File: config.mk
export PLATFORM = sky130hd
export DESIGN_NAME = simple_processor
export DESIGN_NICKNAME = d
export VERILOG_FILES = /design/src/rtl/simple_processor.sv
export SDC_FILE = /design/constraint.sdc
export NUM_CORES = 1
export LEC_CHECK = 0
export ABC_AREA = 1
export BUFFER_PORTS_ARGS = -buffer_cell sky130_fd_sc_hd__clkbuf_2
export CAP_MARGIN = 10
export CORE_AREA = 2 2 39 41
export DETAILED_ROUTE_END_ITERATION = 12
export DIE_AREA = 0 0 41 43
export SETUP_SLACK_MARGIN = 0.4
export SLEW_MARGIN = 40
export SYNTH_ARGS = -nofsm -noshare
export SYNTH_HDL_FRONTEND = slang
export SYNTH_SLANG_ARGS = --single-unit
File: constraint.sdc
create_clock -name clk_50MHz -period 0.9 [get_ports clk_50MHz]
set_clock_uncertainty 0.15 [all_clocks]
set_input_delay 0.045 -clock clk_50MHz [delete_from_list [all_inputs] [get_ports clk_50MHz]]
set_output_delay 0.045 -clock clk_50MHz [all_outputs]
set_load 0.03 [all_outputs]
File: src/rtl/simple_processor.sv
// Multi-cycle 16-bit processor: eight GPRs, add/sub datapath and a T0..T3 control FSM.
// One instruction is fetched per run request in T0; done pulses for one cycle on retire.
module simple_processor (
  input  logic        clk_50MHz,
  input  logic        reset_n,
  input  logic        run,
  input  logic [15:0] DIN,
  output logic        done
);

  typedef enum logic [1:0] {
    T0 = 2'd0,
    T1 = 2'd1,
    T2 = 2'd2,
    T3 = 2'd3
  } state_t;

  localparam logic [2:0] OP_MV  = 3'b000;
  localparam logic [2:0] OP_MVT = 3'b001;
  localparam logic [2:0] OP_ADD = 3'b010;
  localparam logic [2:0] OP_SUB = 3'b011;

  state_t      state_q;
  logic [15:0] ir_q;
  logic [15:0] a_q;
  logic [15:0] g_q;
  logic        done_q;

  // Register file kept as discrete names so it can be probed hierarchically.
  logic [15:0] r0, r1, r2, r3, r4, r5, r6, r7;

  logic [2:0]  op;
  logic        imm;
  logic [2:0]  rx;
  logic [2:0]  ry;
  logic [15:0] simm;
  logic [15:0] rx_val;
  logic [15:0] ry_val;
  logic [15:0] operand;
  logic [15:0] alu_d;
  logic        is_arith;
  logic        wr_en;
  logic [15:0] wr_data;

  always_comb begin
    op       = ir_q[15:13];
    imm      = ir_q[12];
    rx       = ir_q[11:9];
    ry       = ir_q[2:0];
    simm     = {{7{ir_q[8]}}, ir_q[8:0]};
    is_arith = (op == OP_ADD) || (op == OP_SUB);
  end

  always_comb begin
    rx_val = '0;
    case (rx)
      3'd0: rx_val = r0;
      3'd1: rx_val = r1;
      3'd2: rx_val = r2;
      3'd3: rx_val = r3;
      3'd4: rx_val = r4;
      3'd5: rx_val = r5;
      3'd6: rx_val = r6;
      3'd7: rx_val = r7;
      default: rx_val = '0;
    endcase
  end

  always_comb begin
    ry_val = '0;
    case (ry)
      3'd0: ry_val = r0;
      3'd1: ry_val = r1;
      3'd2: ry_val = r2;
      3'd3: ry_val = r3;
      3'd4: ry_val = r4;
      3'd5: ry_val = r5;
      3'd6: ry_val = r6;
      3'd7: ry_val = r7;
      default: ry_val = '0;
    endcase
  end

  // Operand is read live in T2, so rX==rY sees the value from before the T3 write.
  always_comb begin
    operand = imm ? simm : ry_val;
    alu_d   = (op == OP_SUB) ? (a_q - operand) : (a_q + operand);
  end

  always_comb begin
    wr_en   = 1'b0;
    wr_data = '0;
    case (state_q)
      T1: begin
        if (op == OP_MV) begin
          wr_en   = 1'b1;
          wr_data = operand;
        end else if (op == OP_MVT) begin
          wr_en   = 1'b1;
          wr_data = {ir_q[7:0], 8'h00};
        end
      end
      T3: begin
        wr_en   = 1'b1;
        wr_data = g_q;
      end
      default: begin
        wr_en   = 1'b0;
        wr_data = '0;
      end
    endcase
  end

  always_ff @(posedge clk_50MHz or negedge reset_n) begin
    if (!reset_n) begin
      state_q <= T0;
      ir_q    <= '0;
      a_q     <= '0;
      g_q     <= '0;
      done_q  <= 1'b0;
    end else begin
      done_q <= 1'b0;
      case (state_q)
        T0: begin
          if (run) begin
            ir_q    <= DIN;
            state_q <= T1;
          end
        end
        T1: begin
          if (is_arith) begin
            a_q     <= rx_val;
            state_q <= T2;
          end else begin
            done_q  <= 1'b1;
            state_q <= T0;
          end
        end
        T2: begin
          g_q     <= alu_d;
          state_q <= T3;
        end
        T3: begin
          done_q  <= 1'b1;
          state_q <= T0;
        end
        default: state_q <= T0;
      endcase
    end
  end

  always_ff @(posedge clk_50MHz or negedge reset_n) begin
    if (!reset_n) begin
      r0 <= '0;
      r1 <= '0;
      r2 <= '0;
      r3 <= '0;
      r4 <= '0;
      r5 <= '0;
      r6 <= '0;
      r7 <= '0;
    end else if (wr_en) begin
      case (rx)
        3'd0: r0 <= wr_data;
        3'd1: r1 <= wr_data;
        3'd2: r2 <= wr_data;
        3'd3: r3 <= wr_data;
        3'd4: r4 <= wr_data;
        3'd5: r5 <= wr_data;
        3'd6: r6 <= wr_data;
        3'd7: r7 <= wr_data;
        default: ;
      endcase
    end
  end

  assign done = done_q;

endmodule

# Yosys cells after proc, flatten, opt, wreduce, memory -nomap -nowiden
# Index checks and enable logic that the tools add are counted.
dict set report word_totals {
  elab_cells 17
  regBits 19
}
dict set report classes {
  eq_ne 6
  n_reduce_logical 3
  n_mux 5
}
# op n
set ops {}
lappend ops {{$pmux 2 s4} 1}
lappend ops {{$eq 3x2->1 const B} 2}
lappend ops {{$eq 2x2->1 const B} 2}
lappend ops {{$mux 2} 2}
lappend ops {{$eq 2x1->1 const B} 1}
lappend ops {{$logic_not 2->1} 1}
lappend ops {{$ne 2x2->1 const B} 1}
lappend ops {{$pmux 1 s2} 1}
lappend ops {{$reduce_and 2->1} 1}
lappend ops {{$logic_or 1x1->1} 1}
lappend ops {{$mux 1} 1}

# Logic depth before layout (Yosys ltp)
dict set report logic_depth {
  word_depth 4
  ltp_mapped 4
}

# Worst setup path after synthesis
# Ideal clock, no wire load.
dict set report synth_timing {
  path_type {flip-flop to flip-flop}
  startpoint {register state_q[0]}
  endpoint {register ir_q[14]}
  stages_incl_launch_ff 5
  arrival_ns 0.683
  slack_ns -0.050
  cell_sequence {dfrtp_1 nor2_2 nand2_2 nand2_1 nand2_1}
}
dict set report synth_via {
  elab_chain_cells 2
}
# element line
set synth_lines {}
lappend synth_lines {{from (decl)} 23} ;# state_t state_q;
lappend synth_lines {{from (signal assigned)} 116} ;# state_q <= T0;
lappend synth_lines {{from (signal assigned)} 127} ;# state_q <= T1;
lappend synth_lines {{from (signal assigned)} 133} ;# state_q <= T2;
lappend synth_lines {{$logic_not 2->1} 123} ;# case (state_q)
lappend synth_lines {{$reduce_and 2->1 (no line)} -}
lappend synth_lines {{to (signal assigned)} 117} ;# ir_q <= '0;
lappend synth_lines {{to (signal assigned)} 126} ;# ir_q <= DIN;
lappend synth_lines {{to (decl)} 24} ;# logic [15:0] ir_q;
# No other way between the ends.
# A chain may end at the register's enable or synchronous reset.

==> tab_implementation.tex <==
\begin{tabular}{lr}
\hline
Metric & Value \\
\hline
\multicolumn{2}{l}{\textbf{Yosys}} \\
\quad Cells taking the most area after synthesis & sky130\_fd\_sc\_hd\_\_dfrtp\_1, sky130\_fd\_sc\_hd\_\_nand2\_1, sky130\_fd\_sc\_hd\_\_inv\_1 \\
\quad Yosys top cell area share & 60.6\% \\
\quad Post-Synthesis Net Count & 43 \\
\quad Synthesized netlist cell count & 24 \\
\quad Biggest area consumer among synthesized cells & sky130\_fd\_sc\_hd\_\_dfrtp\_1 \\
\quad Yosys reg bits & 5 \\
\quad Count of cell types in the netlist & 9 \\
\quad Post-synthesis instance area & 206 um2 \\
\quad Share of the yosys chip area belonging to registers & 60.6\% \\
\quad Number of warnings reported in the yosys synthesis log & 0 \\
\quad Synthesized area divided by synthesized cell count & 8.60 um2 \\
\multicolumn{2}{l}{\textbf{CTS}} \\
\quad Clock tree root buffer cell & sky130\_fd\_sc\_hd\_\_clkbuf\_4 \\
\quad Clk\_lat worst skew & 240 ps \\
\quad CTS sink cnt & 5 \\
\quad CTS tree & built \\
\quad Count of hold buffers inserted by post-cts repair & 1 \\
\quad Clock transition time at the flip-flop clock pins of the worst setup and hold paths & 50 ps \\
\quad Number of buffers on the longest clock path & 2 \\
\quad Maximum level of the CTS H-tree & 1 \\
\quad Clock buffers created by TritonCTS & 3 \\
\multicolumn{2}{l}{\textbf{STA}} \\
\quad Max-Slew Margin vs Limit & 90.0\% \\
\quad Maximum achievable frequency & 1010 MHz \\
\quad Total setup violations reported at the end of the flow & 6 \\
\quad Final Slew Violations & 0 \\
\quad Shortest period the worst path allows & 992 ps \\
\quad Final hold violation count & 3 \\
\quad Setup repair after global routing missed its margin & true \\
\quad Fin Hold WS & -114 ps \\
\quad Ratio of final minimum period to clock period & 110\% \\
\quad Transition time at the pin with the least slew margin & 150 ps \\
\quad Final worst-path setup slack & -92.0 ps \\
\multicolumn{2}{l}{\textbf{GRT}} \\
\quad Top Usage Layer GRT & met1 \\
\quad Maximum number of pins on one net before global-route repair & 6 \\
\quad Remaining Overflow, GRT & 0 \\
\quad Fraction of met1 tracks used by global routing & 7.84\% \\
\quad Met2 track demand over resource in global routing & 5.63\% \\
\quad Global-route wire length before repair & 627 um \\
\quad Number of global-route vias before repair & 150 \\
\quad Met3 GRT Util & 6.28\% \\
\quad All-layer global routing usage & 5.75\% \\
\quad Initial antenna violation count & 0 \\
\multicolumn{2}{l}{\textbf{Routing}} \\
\quad Routed Wire Length & 348 um \\
\quad DRC viols & 0 \\
\quad DR vias & 184 \\
\quad Via count normalized by instance count & 3.47 \\
\quad Violation count after the first detailed-routing iteration & 2 \\
\quad DRT Pass-1 Iters & 3 \\
\quad WL per Instance & 6.57 um \\
\quad Post-route antenna net violation count & 0 \\
\multicolumn{2}{l}{\textbf{Finish}} \\
\quad Fin nets & 57 \\
\quad Count of antenna diodes in the layout & 0 \\
\quad Proportion of layout cells with a drive suffix above 1 & 37.8\% \\
\quad Area delta synth->final & 57.6\% \\
\multicolumn{2}{l}{\textbf{Floorplan}} \\
\quad Initial cell density of the core & 14.9\% \\
\quad Vertical die dimension & 43 um \\
\quad Overall die area & 1760 um2 \\
\quad Core Footprint & 1380 um2 \\
\quad Horizontal die dimension & 41 um \\
\quad Num rows & 14 \\
\quad \# IOs & 20 \\
\multicolumn{2}{l}{\textbf{Power}} \\
\quad Fraction of power consumed by combinational cells & 38.0\% \\
\quad Share of power burned in the clock network & 24.0\% \\
\quad Worst voltage drop across the vdd grid & 0.00177 V \\
\quad Sequential Power Share & 38.1\% \\
\quad Switching power & 0.000359 W \\
\quad Internal power component & 0.000718 W \\
\quad Power per Cell Area & 3310 nW/um2 \\
\quad Net switching share of the total power & 33.4\% \\
\quad Leakage power & 0.167 nW \\
\quad Power consumption & 0.00108 W \\
\multicolumn{2}{l}{\textbf{Setup path}} \\
\quad Top delay family on crit path & flip-flops \\
\quad Cells along the critical path & nor2\_2 -> nand2\_2 -> nand2\_1 -> nand2\_1 \\
\quad Length in cells of the worst reg-to-reg path & 4 \\
\quad Critical path class & flop to flop \\
\quad Startpoint Class & flop \\
\quad Number of buffers and inverters on the critical path & 0 \\
\quad Endpoint class of the critical path & flop \\
\quad Stages on worst setup path & 4 \\
\quad Maximum fanout encountered on the critical timing path & 3 \\
\quad Slowest cell on crit path & sky130\_fd\_sc\_hd\_\_dfrtp\_1 \\
\quad Cell repeated most along the worst path & sky130\_fd\_sc\_hd\_\_nand2\_1 \\
\quad Stage delay of the slowest cell on the critical path & 410 ps \\
\quad Required time reported for the critical path endpoint & 880 ps \\
\quad Data arrival time of the worst path & 970 ps \\
\multicolumn{2}{l}{\textbf{Worst hold path}} \\
\quad Cell count of the worst hold path & 3 \\
\quad Type of the tightest min-delay check & input port to flop \\
\multicolumn{2}{l}{\textbf{Place}} \\
\quad Routability congestion estimate from global placement & 0.701 \\
\quad DP Wirelength & 273 um \\
\quad Number of I/O port buffers & 5 \\
\multicolumn{2}{l}{\textbf{Run status}} \\
\quad Result of the run & finished, violations left \\
\quad Failing checks & hold timing, setup timing \\
\multicolumn{2}{l}{\textbf{Flow run}} \\
\quad Number of max-cap violations & 0 \\
\hline
\end{tabular}
## cells by family (layout without fill, tap and decap cells)
kind of cell	after synthesis	after routing	share of synthesized area [%]
buffers and inverters	3	16	5.45
DFF	5	5	60.6
AOI/OAI and AO/OA	2	2	4.84
and+or+nand+nor	14	14	29.1
## worst register-to-register path, delay by kind of cell, from the launching register on
kind | cells | cell delay, ps
flops | 1 | 410
simple gates | 4 | 320
## cells in the final DEF, fill, tap and decap left out
master	Yosys	routed
sky130_fd_sc_hd__nand2_1	7	7
sky130_fd_sc_hd__a21oi_1	1	1
sky130_fd_sc_hd__dlygate4sd3_1	0	1
sky130_fd_sc_hd__buf_4	0	2
sky130_fd_sc_hd__dfrtp_1	5	4
sky130_fd_sc_hd__buf_8	0	1
sky130_fd_sc_hd__nor2_1	3	3
sky130_fd_sc_hd__clkbuf_4	0	3
sky130_fd_sc_hd__clkbuf_1	0	1
sky130_fd_sc_hd__buf_6	0	1
sky130_fd_sc_hd__nand3_1	2	2
sky130_fd_sc_hd__clkbuf_2	0	4
sky130_fd_sc_hd__nor2_2	1	1
sky130_fd_sc_hd__o21ai_1	0	1
sky130_fd_sc_hd__nand2_2	1	1
sky130_fd_sc_hd__dfrtp_2	0	1
sky130_fd_sc_hd__inv_1	3	3
## power by group through the flow
| stage | registers, W | clock network (W) | logic (W) |
|---|---|---|---|
| 3_3_place_gp | 0.000404 | 0 | 0.000320 |
| 4_1_cts | 0.000405 | 0.000269 | 0.000406 |
| 5_1_grt | 0.000426 | 0.000300 | 0.000461 |
| 2_1_floorplan | 0.000446 | 0 | 0.000163 |
| 6_report | 0.000410 | 0.000258 | 0.000409 |
| 3_5_place_dp | 0.000406 | 0 | 0.000326 |
## final cells by class
cell class | instances | area (um2)
fill | 146 | 1060
tap | 16 | 20.0
multi-input combinational | 16 | 70.1
clock buffer | 4 | 26.3
inverter | 3 | 11.3
timing repair buffer | 9 | 71.3
sequential | 5 | 126
## per-stage QoR
step	setup TNS [ps]	instance area, um2	utilization (%)	instances	worst slack [ps]
after CTS	-439	324	23.4	53	-94.4
after detailed placement	-249	268	19.3	47	-87.7
after global placement	-203	268	19.3	47	-79.8
after floorplan	-98.3	208	-	24	-49.1
final	-424	325	23.5	53	-92.0
after global routing	-787	325	23.5	53	-172
## Yosys cell counts
cell,n
sky130_fd_sc_hd__dfrtp_1,5
sky130_fd_sc_hd__nand2_1,7
sky130_fd_sc_hd__inv_1,3
sky130_fd_sc_hd__nor2_1,3
sky130_fd_sc_hd__nand2_2,1
sky130_fd_sc_hd__a21oi_1,1
sky130_fd_sc_hd__nor2_2,1
sky130_fd_sc_hd__nand3_1,2
sky130_fd_sc_hd__o21ai_0,1
## what timing repair did
item                       4_1_cts  5_1_grt
gates cloned                     0        0
gates resized for setup          3        1
setup endpoints to repair        6        6
pin swaps                        0        2
buffers inserted                 1        0
hold endpoints to repair         8        3
## path summary, 6_finish.rpt
kind,start,end,slack [ps]
worst min register to register,ir_q[14],done,310
max in group asynchronous,reset_n,done,450
worst max register to register,flop,ir_q[15],-90
min in group asynchronous,reset_n,asynchronous set/reset pin,0
worst max-delay path,flop,ir_q[15],-90
worst min-delay path,DIN[15],ir_q[15],-110
## routing by layer
layer	share of wire, %	up-vias
met2	38	9
met3	16	0
met5	0	-
met4	0	0
met1	45	74
li1	-	101
(Power assumes the default switching activity.)
